$ cat src/rtl/fp_pkg.sv
// Shared sizing helpers for the front-panel scanner: row-group count, key
// indexing and debounce counter width.
package fp_pkg;

  localparam int unsigned FP_DEB_FRAMES_DEF = 3;
  localparam int unsigned FP_DEB_CNT_W      = $clog2(FP_DEB_FRAMES_DEF + 1);

  function automatic int unsigned fp_ngrp(input int unsigned width,
                                          input int unsigned ncolors,
                                          input int unsigned nled);
    return (width * ncolors) / nled;
  endfunction

  // Return line k during row s maps to key k*NGRP+s.
  function automatic int unsigned fp_key_idx(input int unsigned k,
                                             input int unsigned s,
                                             input int unsigned ngrp);
    return k * ngrp + s;
  endfunction

  function automatic int unsigned fp_cnt_w(input int unsigned deb_frames);
    return $clog2(deb_frames + 1);
  endfunction

endpackage

$ cat src/rtl/fp_key_debounce.sv
// One key of the panel matrix: raw sample, frame-based debounce counter and
// the stable level with its change strobe (valid on the frame-end clock).
module fp_key_debounce
  import fp_pkg::*;
#(
  parameter int unsigned DEB_FRAMES = FP_DEB_FRAMES_DEF
) (
  input  logic clk,
  input  logic rst_n,
  input  logic sample,
  input  logic sense,
  input  logic frame_end,
  output logic stable,
  output logic change
);

  localparam int unsigned CNT_W = fp_cnt_w(DEB_FRAMES);

  logic             raw;
  logic [CNT_W-1:0] cnt;

  always_comb begin
    change = frame_end && (raw != stable) && (cnt == CNT_W'(DEB_FRAMES - 1));
  end

  always_ff @(posedge clk or negedge rst_n) begin
    if (!rst_n) begin
      raw    <= 1'b0;
      stable <= 1'b0;
      cnt    <= '0;
    end else begin
      if (sample)
        raw <= sense;
      if (frame_end) begin
        if (raw == stable) begin
          cnt <= '0;
        end else if (change) begin
          stable <= raw;
          cnt    <= '0;
        end else begin
          cnt <= cnt + 1'b1;
        end
      end
    end
  end

endmodule

$ cat src/rtl/front_panel_scanner.sv
// PDP-8 front panel LED/switch matrix scanner. Optional lamp test input is
// enabled with the FP_LAMP_TEST_EN macro.
module front_panel_scanner
  import fp_pkg::*;
#(
  parameter int unsigned WIDTH      = 12,
  parameter int unsigned NCOLORS    = 3,
  parameter int unsigned NLED       = 6,
  parameter int unsigned NSENSE     = 3,
  parameter int unsigned DWELL_W    = 4,
  parameter int unsigned DEB_FRAMES = FP_DEB_FRAMES_DEF
) (
  input  logic                                           REFRESHCLK,
  input  logic                                           RESET_N,
  input  logic [NCOLORS*WIDTH-1:0]                       LEDS,
  input  logic [NSENSE-1:0]                              SENSE,
`ifdef FP_LAMP_TEST_EN
  input  logic                                           LAMP_TEST,
`endif
  output logic [fp_ngrp(WIDTH, NCOLORS, NLED)-1:0]       ROW,
  output logic [NLED-1:0]                                PLED,
  output logic [WIDTH-1:0]                               switches,
  output logic [NSENSE*fp_ngrp(WIDTH, NCOLORS, NLED)-WIDTH-1:0] buttons,
  output logic                                           key_event,
  output logic                                           frame_tick
);

  localparam int unsigned NGRP = fp_ngrp(WIDTH, NCOLORS, NLED);
  localparam int unsigned NKEY = NSENSE * NGRP;
  localparam int unsigned SW   = $clog2(NGRP + 1);

  if ((NCOLORS * WIDTH) % NLED != 0) begin : g_bad_nled
    $error("NCOLORS*WIDTH must be a multiple of NLED");
  end
  if (NKEY <= WIDTH) begin : g_bad_nbtn
    $error("NSENSE*NGRP must exceed WIDTH so at least one button exists");
  end
  if (DEB_FRAMES < 1) begin : g_bad_deb
    $error("DEB_FRAMES must be at least 1");
  end

  logic [DWELL_W-1:0] dwell;
  logic [SW-1:0]      slot;
  logic               dwell_max;
  logic               sample_slot;
  logic               frame_end;
  logic [NGRP-1:0]    row_next;
  logic [NLED-1:0]    pled_next;
  logic [NKEY-1:0]    stable;
  logic [NKEY-1:0]    change;
  logic [WIDTH-1:0]   toggle_rise;

  always_comb begin
    dwell_max   = &dwell;
    sample_slot = dwell_max && (slot < SW'(NGRP));
    frame_end   = dwell_max && (slot == SW'(NGRP));
  end

  always_comb begin
    row_next  = '0;
    pled_next = '0;
    for (int unsigned g = 0; g < NGRP; g++) begin
      if (slot == SW'(g)) begin
        row_next[g] = 1'b1;
        pled_next   = LEDS[g*NLED +: NLED];
      end
    end
`ifdef FP_LAMP_TEST_EN
    if (LAMP_TEST && (slot < SW'(NGRP)))
      pled_next = '1;
`endif
  end

  for (genvar k = 0; k < NSENSE; k++) begin : g_sense
    for (genvar g = 0; g < NGRP; g++) begin : g_row
      localparam int unsigned IDX = fp_key_idx(k, g, NGRP);
      fp_key_debounce #(
        .DEB_FRAMES (DEB_FRAMES)
      ) u_key (
        .clk       (REFRESHCLK),
        .rst_n     (RESET_N),
        .sample    (sample_slot && (slot == SW'(g))),
        .sense     (SENSE[k]),
        .frame_end (frame_end),
        .stable    (stable[IDX]),
        .change    (change[IDX])
      );
    end
  end

  // A toggle flips only on a debounced press: changing while currently released.
  always_comb begin
    toggle_rise = change[WIDTH-1:0] & ~stable[WIDTH-1:0];
  end

  assign buttons = stable[NKEY-1:WIDTH];

  always_ff @(posedge REFRESHCLK or negedge RESET_N) begin
    if (!RESET_N) begin
      dwell      <= '0;
      slot       <= '0;
      ROW        <= '0;
      PLED       <= '0;
      switches   <= '0;
      key_event  <= 1'b0;
      frame_tick <= 1'b0;
    end else begin
      dwell      <= dwell + 1'b1;
      if (dwell_max)
        slot <= (slot == SW'(NGRP)) ? '0 : slot + 1'b1;
      ROW        <= row_next;
      PLED       <= pled_next;
      frame_tick <= frame_end;
      key_event  <= frame_end && (|change);
      if (frame_end)
        switches <= switches ^ toggle_rise;
    end
  end

endmodule

$ cat config.mk
export PLATFORM = sky130hd
export DESIGN_NAME = front_panel_scanner
export DESIGN_NICKNAME = d
export VERILOG_FILES = /design/src/rtl/fp_pkg.sv /design/src/rtl/fp_key_debounce.sv /design/src/rtl/front_panel_scanner.sv
export SDC_FILE = /design/constraint.sdc
export NUM_CORES = 1
export LEC_CHECK = 0
export CORE_AREA = 2 2 105 107
export DETAILED_ROUTE_END_ITERATION = 12
export DIE_AREA = 0 0 107 109
export PLACE_DENSITY = 0.82
export SYNTH_ARGS = -nofsm -noshare
export SYNTH_HDL_FRONTEND = slang
export SYNTH_HIERARCHICAL = 1
export SYNTH_SLANG_ARGS = --single-unit
$ cat constraint.sdc
create_clock -name REFRESHCLK -period 4.75 [get_ports REFRESHCLK]
set_input_delay 0.95 -clock REFRESHCLK [delete_from_list [all_inputs] [get_ports REFRESHCLK]]
set_output_delay 0.95 -clock REFRESHCLK [all_outputs]
set_load 0.1 [all_outputs]
# == Word level (Yosys, flattened, before mapping) ==
# Cells that the tools add are included.
# word_totals
register_bits,105
in_bits,41
wordCells,278
# classes
add_sub_neg,20
order_cmp,1
n_eq_ne,60
muxes,49
bitwise,21
reduce_logical,66
# op_table
operator,n
2-bit two-way mux,36
3-bit AND reduction,18
1-bit logical AND,45
"2-bit by 1-bit adder with 2-bit output, second input constant",18
"2-bit equality test, second input constant",18
6-bit two-way mux,6
1-bit equality test,18
1-bit inequality test,18
1-bit NOT,18
18-bit OR reduction,1
12-bit AND,1
12-bit NOT,1
12-bit XOR,1
"3-bit equality test, second input constant",3
"3-bit by 2-bit equality test with 1-bit output, second input constant",2
1-bit two-way mux,6
"4-bit by 1-bit adder with 4-bit output, second input constant",1
4-bit AND reduction,1
"3-bit by 1-bit adder with 3-bit output, second input constant",1
"3-bit by 1-bit equality test with 1-bit output, second input constant",1
3-bit logical NOT,1
"3-bit less-than comparator, second input constant",1
3-bit two-way mux,1

# == Depth between registers and ports, before layout ==
# logic_depth
depth_word,7
mapped_depth,9

# == Hierarchy ==
# The synthesis kept the hierarchy.
# modules_own_cells
mod,instances,cells_per_inst,area_each_um2
fp_key_debounce,18,15,178.9
front_panel_scanner,1,151,1835.5

# == Worst setup path before layout ==
# Ideal clock, no wire load.
# synth_path
path_kind,register to register
start,register dwell[0]
end,register switches[2]
arrival_ns,4.343
t_required_ns,4.589
slack_ns,0.246
path_stages_with_launch,9
n_path_buf,1
cell_sequence,dfrtp_1 > ha_1 > nand3_4 > clkbuf_1 > nor2_1 > nand3b_1 > nor2_1 > nor4b_1 > xor2_1
# synth_between
elab_chain_cells,6
# synth_lines
item,line_no,text
from (decl),front_panel_scanner.sv:42,logic [DWELL_W-1:0] dwell;
from (signal assigned),front_panel_scanner.sv:108,dwell <= dwell + 1'b1;
4-bit AND reduction,front_panel_scanner.sv:54,dwell_max = &dwell;
1-bit logical AND,front_panel_scanner.sv:56,frame_end = dwell_max && (slot == SW'(NGRP));
via frame_end,front_panel_scanner.sv:46,logic frame_end;
1-bit logical AND (2 in a row),fp_key_debounce.sv:23,change = frame_end && (raw != stable) && (cnt == CNT_W'(DEB_FRAMES - 1));
via change[2],front_panel_scanner.sv:50,logic [NKEY-1:0] change;
12-bit AND,front_panel_scanner.sv:93,toggle_rise = change[WIDTH-1:0] & ~stable[WIDTH-1:0];
12-bit XOR,front_panel_scanner.sv:116,switches <= switches ^ toggle_rise;
to (signal assigned),front_panel_scanner.sv:116,
to (decl),front_panel_scanner.sv:22,"output logic [WIDTH-1:0] switches,"
# The timed path passes the listed nets, and every way through them passes these cells.
# A chain may end at the register's enable or synchronous reset.

# == Final worst setup path ==
# layout_path
start,register slot[0]
end,register key_event
# layout_between
elab_chain_cells,6
word_cells_on_any_way,40
cone_classes,1 x eq/ne; 39 x reduce/logical
# layout_lines
item,line_no,text
from (decl),front_panel_scanner.sv:43,logic [SW-1:0] slot;
from (signal assigned),front_panel_scanner.sv:110,slot <= (slot == SW'(NGRP)) ? '0 : slot + 1'b1;
3-bit equality test,front_panel_scanner.sv:56,
1-bit logical AND,front_panel_scanner.sv:56,
via frame_end,front_panel_scanner.sv:46,
1-bit logical AND (2 in a row),fp_key_debounce.sv:23,
via change[12],front_panel_scanner.sv:50,
18-bit OR reduction,front_panel_scanner.sv:114,key_event <= frame_end && (|change);
1-bit logical AND,front_panel_scanner.sv:114,
to (signal assigned),front_panel_scanner.sv:114,
to (decl),front_panel_scanner.sv:24,"output logic key_event,"
# The timed path passes the listed nets, and every way through them passes these cells.

==> flow_summary.toml <==
[clocking]
cts_setup_buffers = 0
cts.hold.buffers_added = 0
ctsResizeCount = 0
htreeDepth = 3
clk_latency_ns = 0.37
clk_path_buf_depth = 2
numCtsBuffers = 9
numClockSinks = 105
clk_pin_slew_ns = 0.10
cts_root_buffer = "clkbuf_8"
cts_tree = "built"

[power]
ir_drop_mv = 0.142
leakage_uw = 0.00247
power_density_mw_per_mm2 = 264

[cells_and_area]
nNetsFinal = 534
drive_gt1_share_pct = 14.7
area_growth_pct = 20.8
insertedDiodeCount = 0
fin_cells = 636
fillers = 841
final_core_util_pct = 57.6

[logic_synthesis]
synth.largest_area_cell = "dfrtp_1"
synth.avg_cell_area_um2 = 12.0
ys_async_sr_fraction_pct = 100
ys_seq_area_share_pct = 52.0
synth-main-ff-cell = "dfrtp_1"
yosys.area.top_type_share_pct = 52.0
postSynthCellCount = 421
synthTopCellsByCount = "dfrtp_1, inv_1, mux2_2"
syn-cell-area_mm2 = 0.00506
synth.area.top_cells = "dfrtp_1, mux2_2, nand3b_1"
synth_edf_count = 0
ys_types = 39
yosys_warnings = 6
yosysMostFrequentCell = "dfrtp_1"
syn-num-nets = 464
ys_seq_elements = 105

[drt]
dr.first_iter.drc_count = 288
ant_nets = 0
vias = 3438
viasPerCell = 5.41
drc_errors = 0
first_pass_iters = 4
wire_per_inst_um = 16.2
wl_um = 10300

[timing]
setup_violations = 0
min_period_ns = 3.05
slew_headroom_pct = 31.7
tns_ns = 0
fin_hold_ws_ns = 0.460
fin_worst_skew_ns = 0.00826
fin_crit_sh_pct = 64.3
setup_ws_ns = 1.70
rsz0062_at_grt = "false"
max_freq_ghz = 0.327
hold_viol_final = 0
slew_viol_final = 0
tightest_slew_ns = 1.01

[global_routing]
grt_pass1_wl_um = 16400
antenna_found_initial = 0
first_global_vias = 3390
grt_max_degree = 83
grt_usage_pct = 18.0
overflow = 0

[floorplan]
die_area_mm2 = 0.0117
num_io_pins = 73
die_y_um = 109
core_area_mm2 = 0.0106
start_util_pct = 47.7
dieWidth_um = 107
row_count = 38

[setup_path]
reg2reg_setup_slack_ns = 1.70
reg2reg_to = "key_event"
crit_type = "flip-flop to flip-flop"
critPathMostFrequentCell = "buf_4"
crit_path_max_fanout = 52
critPathCaptureType = "flip-flop"
required_ns = 5.01
cp_cell_sequence = "nand3b_2, buf_4, nor2_4, buf_4, buf_4, nand3b_1, nor2_1, or4_1, o21a_1"
startpoint_type = "flip-flop"
worstReg2RegStart = "slot[0]"
reg2regPathDepth = 9
cp_data_arrival_time_ns = 3.32
max_stage_delay_ns = 0.77
slowest_stage = "dfrtp_1"

[hold_path]
hp-start = "dwell[0]"
min_to = "dwell[0]"
min_path_type = "flip-flop to flip-flop"
whs_path_depth = 1

[placed_design]
place.detailed.hpwl_um = 7330
gp_congestion = 0.799
dp_slack_ns = 1.73
portBuffers = 72
dp_cells = 620

[outcome]
status = "finished, final reports clean"

[job]
maxCapViolCount = 0
-- final cells by class --
| cell class | instances | area [um2] | share of cell area, % |
|---|---|---|---|
| Sequential cell | 105 | 2630 | 43.0 |
| Multi-Input combinational cell | 261 | 2190 | 35.8 |
| Timing Repair Buffer | 76 | 748 | 12.3 |
| Tap cell | 140 | 175 | 2.87 |
| Inverter | 38 | 143 | 2.34 |
| Clock buffer | 9 | 124 | 2.03 |
| Clock inverter | 7 | 104 | 1.70 |
-- metal layers --
layer | global-route usage (%) | part of all wire [%] | up-vias
li1 | - | - | 1642
met1 | 23.1 | 44 | 1723
met2 | 30.9 | 52 | 61
met3 | 3.83 | 3.2 | 12
met4 | 5.01 | 1.4 | 0
met5 | 0 | 0 | -
-- power breakdown --
group | switching (uW) | internal (uW) | total [uW] | leakage [uW]
sequential | 4.35 | 900 | 904 | 0.00141
combinational | 51.2 | 43.9 | 95.1 | 0.000948
clock | 311 | 302 | 613 | 0.000108
-- kinds of logic after synthesis --
group	share of synthesized area (%)
simple gates	20.0
compound gates	7.57
fa+ha+maj	0.495
buf+inv	4.95
mux	9.43
xor+xnor	5.54
flops	52.0
-- critical path, delay by kind of cell (launching register included) --
family,cells,cell delay [ns]
AO/OA/AOI/OAI,1,0.19
flip-flops,1,0.77
buffers and inverters,3,0.94
AND/OR/NAND/NOR,5,1.04
-- worst max-delay path by stage --
| stage | from | slack (ns) | to | depth (start not counted) |
|---|---|---|---|---|
| detailed placement | slot[0] | 1.73 | key_event | 9 |
| CTS | slot[0] | 1.70 | key_event | 9 |
| finish | slot[0] | 1.70 | key_event | 9 |
| global route | slot[1] | 1.49 | key_event | 10 |
| floorplan | dwell[0] | 0.25 | switches[2] | 8 |
| global placement | slot[0] | 1.79 | key_event | 9 |
-- state kept, by name (all words and copies together), names as in the netlist --
signal                      count
frame_tick                      1
ROW                             6
g_sense.g_row.u_key/raw        18
g_sense.g_row.u_key/stable     18
slot                            3
switches                       12
g_sense.g_row.u_key/cnt        36
key_event                       1
dwell                           4
PLED                            6
-- cells in the final DEF (no fill, tap or decap), types with 2 or more instances in the layout --
cell type / Yosys / layout
nand3b_1: 36 / 36
nor4b_1: 4 / 4
buf_4: 7 / 5
or3b_1: 18 / 18
and2_1: 2 / 2
ha_1: 2 / 2
clkinvlp_4: 0 / 2
bufinv_16: 0 / 2
nor3_1: 4 / 4
nor4b_4: 9 / 9
a21oi_1: 2 / 2
nor4_1: 4 / 4
xnor2_1: 19 / 19
inv_1: 38 / 38
nand2_1: 8 / 8
or2_2: 2 / 2
nor2b_1: 2 / 2
clkdlybuf4s50_1: 0 / 71
clkbuf_8: 0 / 9
a2bb2oi_1: 6 / 6
xor2_1: 13 / 13
nand2b_1: 2 / 2
nor2_1: 22 / 21
mux2_2: 37 / 37
o211ai_1: 6 / 6
o22ai_1: 36 / 36
dfrtp_1: 105 / 105
mux2i_1: 6 / 6
clkinv_4: 0 / 2
nor4bb_1: 6 / 6
a31oi_1: 6 / 6
-- stage by stage --
| stage | power [uW] | instance area (um2) |
|---|---|---|
| 6_report | 1610 | 6110 |
| 4_1_cts | 1630 | 6110 |
| 3_5_place_dp | 1020 | 5880 |
| 5_1_grt | 1670 | 6110 |
| 3_3_place_gp | 1020 | 5880 |
| 2_1_floorplan | 956 | 5060 |
Note: power is estimated with default switching activity, not from simulation.
==> RTL change 1, RTL diff (config.mk and constraints unchanged) <==
Change the parameter `WIDTH` from 12 to 6.
--- a/src/rtl/front_panel_scanner.sv
+++ b/src/rtl/front_panel_scanner.sv
@@ -3,7 +3,7 @@
 module front_panel_scanner
   import fp_pkg::*;
 #(
-  parameter int unsigned WIDTH      = 12,
+  parameter int unsigned WIDTH      = 6,
   parameter int unsigned NCOLORS    = 3,
   parameter int unsigned NLED       = 6,
   parameter int unsigned NSENSE     = 3,
Ports: changed (resized LEDS, ROW, buttons and switches); port bits go from 73 to 43. No check against the original RTL was run, so the function may have changed too.
==> RTL change 1 against the original RTL <==
- routed wire length shrank 49%
- count of clock-buffer cells in the layout up 2
- area after synthesis shrank 48%
- clock power decreased by 26%
- power fell by 38%
- global-route usage down 8.2 points
- hold slack is essentially flat
- setup slack improved by 220 ps
- first-iteration DRC count is 72% lower
- design area shrank 44%
- non-clock buffer count fell by 33
- combinational power down 60%
- sequential cell count fell by 46
- largest cell class unchanged
- sequential power down 44%
==> RTL change 1: results (changes against the original RTL) <==
stage,metric,value,unit,change
run_status,status,finished clean,,
global_routing,use_met1,11.8,%,-11 points
routing,wl,5290,µm,-49%
placement,portBuffers,42,,-42%
routing,vias,1800,,-48%
routing,drt_iter0_drc,80,,-72%
power_and_ir_drop,power.leakage,1.42,nW,-43%
worst_setup_path,cp_top_family,buffers and inverters,,
routing,dr.pass1.iters,5,,+1
placement,placedCellCount,397,,-36%
timing,skew,10.1,ps,+1.84 ps
global_routing,grt.total_usage,9.80,%,-8.2 points
synthesis,synth_fp_nets,247,,-47%
timing,relSlewSlack,20.7,%,-11 points
layout,top_regs,"g_sense.g_row.u_key/cnt x18, g_sense.g_row.u_key/raw x9, g_sense.g_row.u_key/stable x9",,
layout,final_nets,296,,-45%
global_routing,grt_max_degree,60,,-28%
layout,fillCellCount,1056,,+26%
layout,buffers,43,,-43%
routing,top_signal_layer_used,met4,,
routing,avgRoutedWirePerCell,12.8,µm,-21%
synthesis,synth_compound_area_share,7.23,%,-0.34 points
layout,clock_buffers,11,,+2
layout,num-nonclk-inverters,22,,-42%
power_and_ir_drop,p_int,782,µW,-37%
routing,dr_wl_met2,2480,µm,-53%
placement,hpwl,3790,µm,-48%
power_and_ir_drop,p_comb_share,3.8,%,-2.1 points
global_routing,grt_pass1_wl,8670,µm,-47%
synthesis,syn_inst,219,,-48%
synthesis,ys_types,26,,-33%
global_routing,use_met2,15.4,%,-16 points
layout,multi_input_gates,133,,-49%
worst_setup_path,critPathArrivalTime,1890,ps,-1430 ps
worst_setup_path,cp-endpoint,switches[5],,
worst_setup_path,crit_path_top_delay_cell,clkdlybuf4s50_1,,
layout,seq_share,43.3,%,+0.29 points
worst_setup_path,startpoint_type,flop,,
layout,multi_input_area,0.00106,mm²,-52%
routing,wl_met3,334,µm,+2.5%
synthesis,synthTopCellsByCount,"dfrtp_1, inv_1, mux2_2",,
synthesis,synthAdderAreaFrac,2.36,%,+1.9 points
clock_network,clockBufferDepth,2,,unchanged
layout,nFlopsAndLatches,59,,-44%
synthesis,muxShareOfSynthArea,8.51,%,-0.92 points
worst_setup_path,crit_fanout,2,,-96%
synthesis,synthXorXnorAreaFrac,5.62,%,+0.081 points
power_and_ir_drop,ir_worst_vdd,0.133,mV,-6.3%
power_and_ir_drop,comb_power,38.5,µW,-60%
clock_network,clk_latency,340,ps,-30 ps
layout,drive_gt1_share,16.1,%,+1.4 points
layout,layout.nonclk_buf_share,12.4,%,+0.16 points
placement,place_area,0.00321,mm²,-45%
placement,gp_congestion,0.764,,-4.3%
worst_setup_path,crit_path_start,switches[5],,
clock_network,clkTransAtPathRegs,60,ps,-40 ps
synthesis,seq_area_frac_synth,55.8,%,+3.8 points
layout,clk_share,5.69,%,+2.0 points
worst_setup_path,r2r_end,switches[1],,
==> RTL change 1: cell count changes after synthesis, moves of 9 or more <==
| cell | change |
|---|---|
| dfrtp_1 | -46 |
| nand3b_1 | -18 |
| o22ai_1 | -18 |
| mux2_2 | -17 |
| inv_1 | -16 |
| nor2_1 | -11 |
| nor4b_4 | -9 |
| or3b_1 | -9 |
| xnor2_1 | -9 |
==> RTL change 1: worst min path at each step <==
stage	start	slack, ps	endpoint	cells past startpoint
3_5_place_dp	dwell[0]	450	dwell[0]	1
2_1_floorplan	dwell[0]	420	dwell[0]	1
3_3_place_gp	dwell[0]	430	dwell[0]	1
4_1_cts	dwell[0]	460	dwell[0]	1
6_report	dwell[0]	460	dwell[0]	1
5_1_grt	dwell[0]	470	dwell[0]	1
==> RTL change 1: through the flow <==
stage / utilization, % / worst slack [ps]
floorplan: - / 2600
detailed placement: 30.3 / 2040
CTS: 32.1 / 1890
finish: 32.1 / 1910
global placement: 30.3 / 2270
global route: 32.1 / 1750
==> RTL change 2, RTL diff (same settings) <==
Without the edit above. Put one more register stage on the output `ROW`, with the module's reset. The value now appears one clock later. The other outputs are not delayed to match.
--- a/src/rtl/front_panel_scanner.sv
+++ b/src/rtl/front_panel_scanner.sv
@@ -28,6 +28,8 @@
   localparam int unsigned NGRP = fp_ngrp(WIDTH, NCOLORS, NLED);
   localparam int unsigned NKEY = NSENSE * NGRP;
   localparam int unsigned SW   = $clog2(NGRP + 1);
+
+  logic [fp_ngrp(WIDTH, NCOLORS, NLED)-1:0] ROW_s0;
 
   if ((NCOLORS * WIDTH) % NLED != 0) begin : g_bad_nled
     $error("NCOLORS*WIDTH must be a multiple of NLED");
@@ -99,7 +101,7 @@
     if (!RESET_N) begin
       dwell      <= '0;
       slot       <= '0;
-      ROW        <= '0;
+      ROW_s0     <= '0;
       PLED       <= '0;
       switches   <= '0;
       key_event  <= 1'b0;
@@ -108,7 +110,7 @@
       dwell      <= dwell + 1'b1;
       if (dwell_max)
         slot <= (slot == SW'(NGRP)) ? '0 : slot + 1'b1;
-      ROW        <= row_next;
+      ROW_s0     <= row_next;
       PLED       <= pled_next;
       frame_tick <= frame_end;
       key_event  <= frame_end && (|change);
@@ -117,5 +119,13 @@
     end
   end
 
+  always_ff @(posedge REFRESHCLK or negedge RESET_N) begin
+    if (!RESET_N) begin
+      ROW <= '0;
+    end else begin
+      ROW <= ROW_s0;
+    end
+  end
+
 endmodule
 
Behaviour: not the same (a bounded check fails within 4 cycles, from zero or initial values and one cycle with RESET_N low).
==> RTL change 2 against the original RTL <==
- sequential power increased by 5.6%
- via count increased by 4.0%
- sequential cell count increased by 6
- area after synthesis increased by 3.5%
- maximum frequency increased by 4.1%
- count of clock-buffer cells in the layout unchanged
- setup slack improved by 120 ps
- routed wire length increased by 2.0%
- sequential share of layout area increased by 1.4 points
- design area increased by 2.4%
- die area unchanged
- power decreased by 1.1%
==> RTL change 2: results (changes against the original RTL) <==
stage,metric,value,unit,change
power_and_ir_drop,power.leakage,2.57,nW,+4.2%
placement,placedCellCount,634,,+2.3%
worst_setup_path,cp_top_family,simple AND/OR/NAND/NOR gates,,
synthesis,synth-async-reset-ratio,100,%,unchanged
timing,skew,13.3,ps,+5.06 ps
layout,largest_reg_flops,36,,unchanged
synthesis,synth_fp_nets,477,,+2.8%
placement,hpwl,7420,µm,+1.3%
synthesis,yosys-top-cells-area,"dfrtp_1, mux2_2, nand3b_1",,
power_and_ir_drop,swShare,25.0,%,+2.2 points
worst_setup_path,r2r.worst_path.cells,8,,-1
power_and_ir_drop,clk-power,542,µW,-12%
layout,final_nets,548,,+2.6%
layout,fillCellCount,836,,-0.59%
global_routing,grt_pass1_wl,17300,µm,+5.9%
global_routing,grt_pass1_vias,3590,,+5.9%
placement,portBuffers,72,,unchanged
global_routing,grt.total_usage,19.3,%,+1.3 points
worst_hold_path,hold_depth,0,,-1
synthesis,ys_types,38,,-2.6%
synthesis,seq_area_frac_synth,53.1,%,+1.1 points
synthesis,synthTopCellsByCount,"dfrtp_1, inv_1, mux2_2",,
synthesis,synth.avg_cell_area,12.1,µm²,+0.39%
clock_network,clkTransAtPathRegs,110,ps,
worst_setup_path,crit_fanout,57,,+9.6%
worst_setup_path,max_stage_delay,650,ps,-120 ps
clock_network,cts_setup_buffers,0,,unchanged
clock_network,htreeDepth,3,,unchanged
placement,place_area,0.00607,mm²,+3.2%
timing,worst_slew_pin_slew,1150,ps,+134 ps
layout,drive_gt1_share,14.7,%,about the same
clock_network,clk_latency,390,ps,+20 ps
worst_setup_path,critPathArrivalTime,3190,ps,-130 ps
run_status,status,finished clean,,
placement,gp_congestion,0.799,,about the same
global_routing,grt_max_degree,86,,+3.6%
worst_hold_path,min_path_type,flop to flop,,
layout,top_regs,"g_sense.g_row.u_key/cnt x36, g_sense.g_row.u_key/raw x18, g_sense.g_row.u_key/stable x18",,
layout,antenna_cells,0,,unchanged
synthesis,synth_warnings,6,,unchanged
power_and_ir_drop,p_comb_share,6.1,%,+0.2 points
power_and_ir_drop,ir_worst_vdd,0.154,mV,+8.5%
routing,drt_iter0_drc,231,,-20%
routing,viasPerCell,5.50,,+1.8%
routing,wl,10500,µm,+2.0%
worst_setup_path,crit_path_top_delay_cell,dfrtp_1,,
layout,fin_cells,650,,+2.2%
timing,finalMaxSlewViolations,0,,unchanged
## RTL change 2: path summary, 6_finish.rpt
kind | startpoint | endpoint | slack, ps
max | slot[0] | switches[9] | 1810
min | ROW_s0[3] | ROW[3] | 360
max reg2reg | slot[0] | switches[9] | 1810
min reg2reg | ROW_s0[3] | ROW[3] | 360
max in group asynchronous | RESET_N | g_sense[0].g_row[2].u_key/cnt[0] | 3090
min in group asynchronous | RESET_N | frame_tick | 730
## RTL change 2: routing by layer
layer	global-route usage, %	vias to the layer above	part of all wire [%]
li1	-	1683	-
met1	24.5	1800	44
met2	32.3	81	50
met3	5.38	13	4.8
met4	5.84	0	1.5
met5	0	-	0
## RTL change 2: cell families (layout without fill, tap and decap cells)
family | Yosys count | after routing | synth area share [%]
compound gates | 64 | 64 | 8.46
flops | 111 | 111 | 53.1
simple gates | 127 | 127 | 19.3
fa+ha+maj | 2 | 2 | 0.478
mux | 37 | 37 | 7.96
buf+inv | 61 | 137 | 5.31
xor+xnor | 32 | 32 | 5.36
## RTL change 2: layout make-up
| class | instances | area (µm²) | share of cell area (%) |
|---|---|---|---|
| clock buffer | 9 | 124 | 1.98 |
| clock inverter | 7 | 65.1 | 1.04 |
| inverter | 45 | 169 | 2.70 |
| multi-input combinational | 262 | 2180 | 34.9 |
| sequential | 111 | 2780 | 44.4 |
| tap | 140 | 175 | 2.80 |
| timing repair buffer | 76 | 761 | 12.2 |
## RTL change 2: metrics by stage
step / power [mW] / worst slack (ps)
final: 1.59 / 1810
after global routing: 1.66 / 1590
after CTS: 1.61 / 1830
after detailed placement: 1.07 / 1860
after global placement: 1.07 / 2050
after floorplan: 1.01 / 247
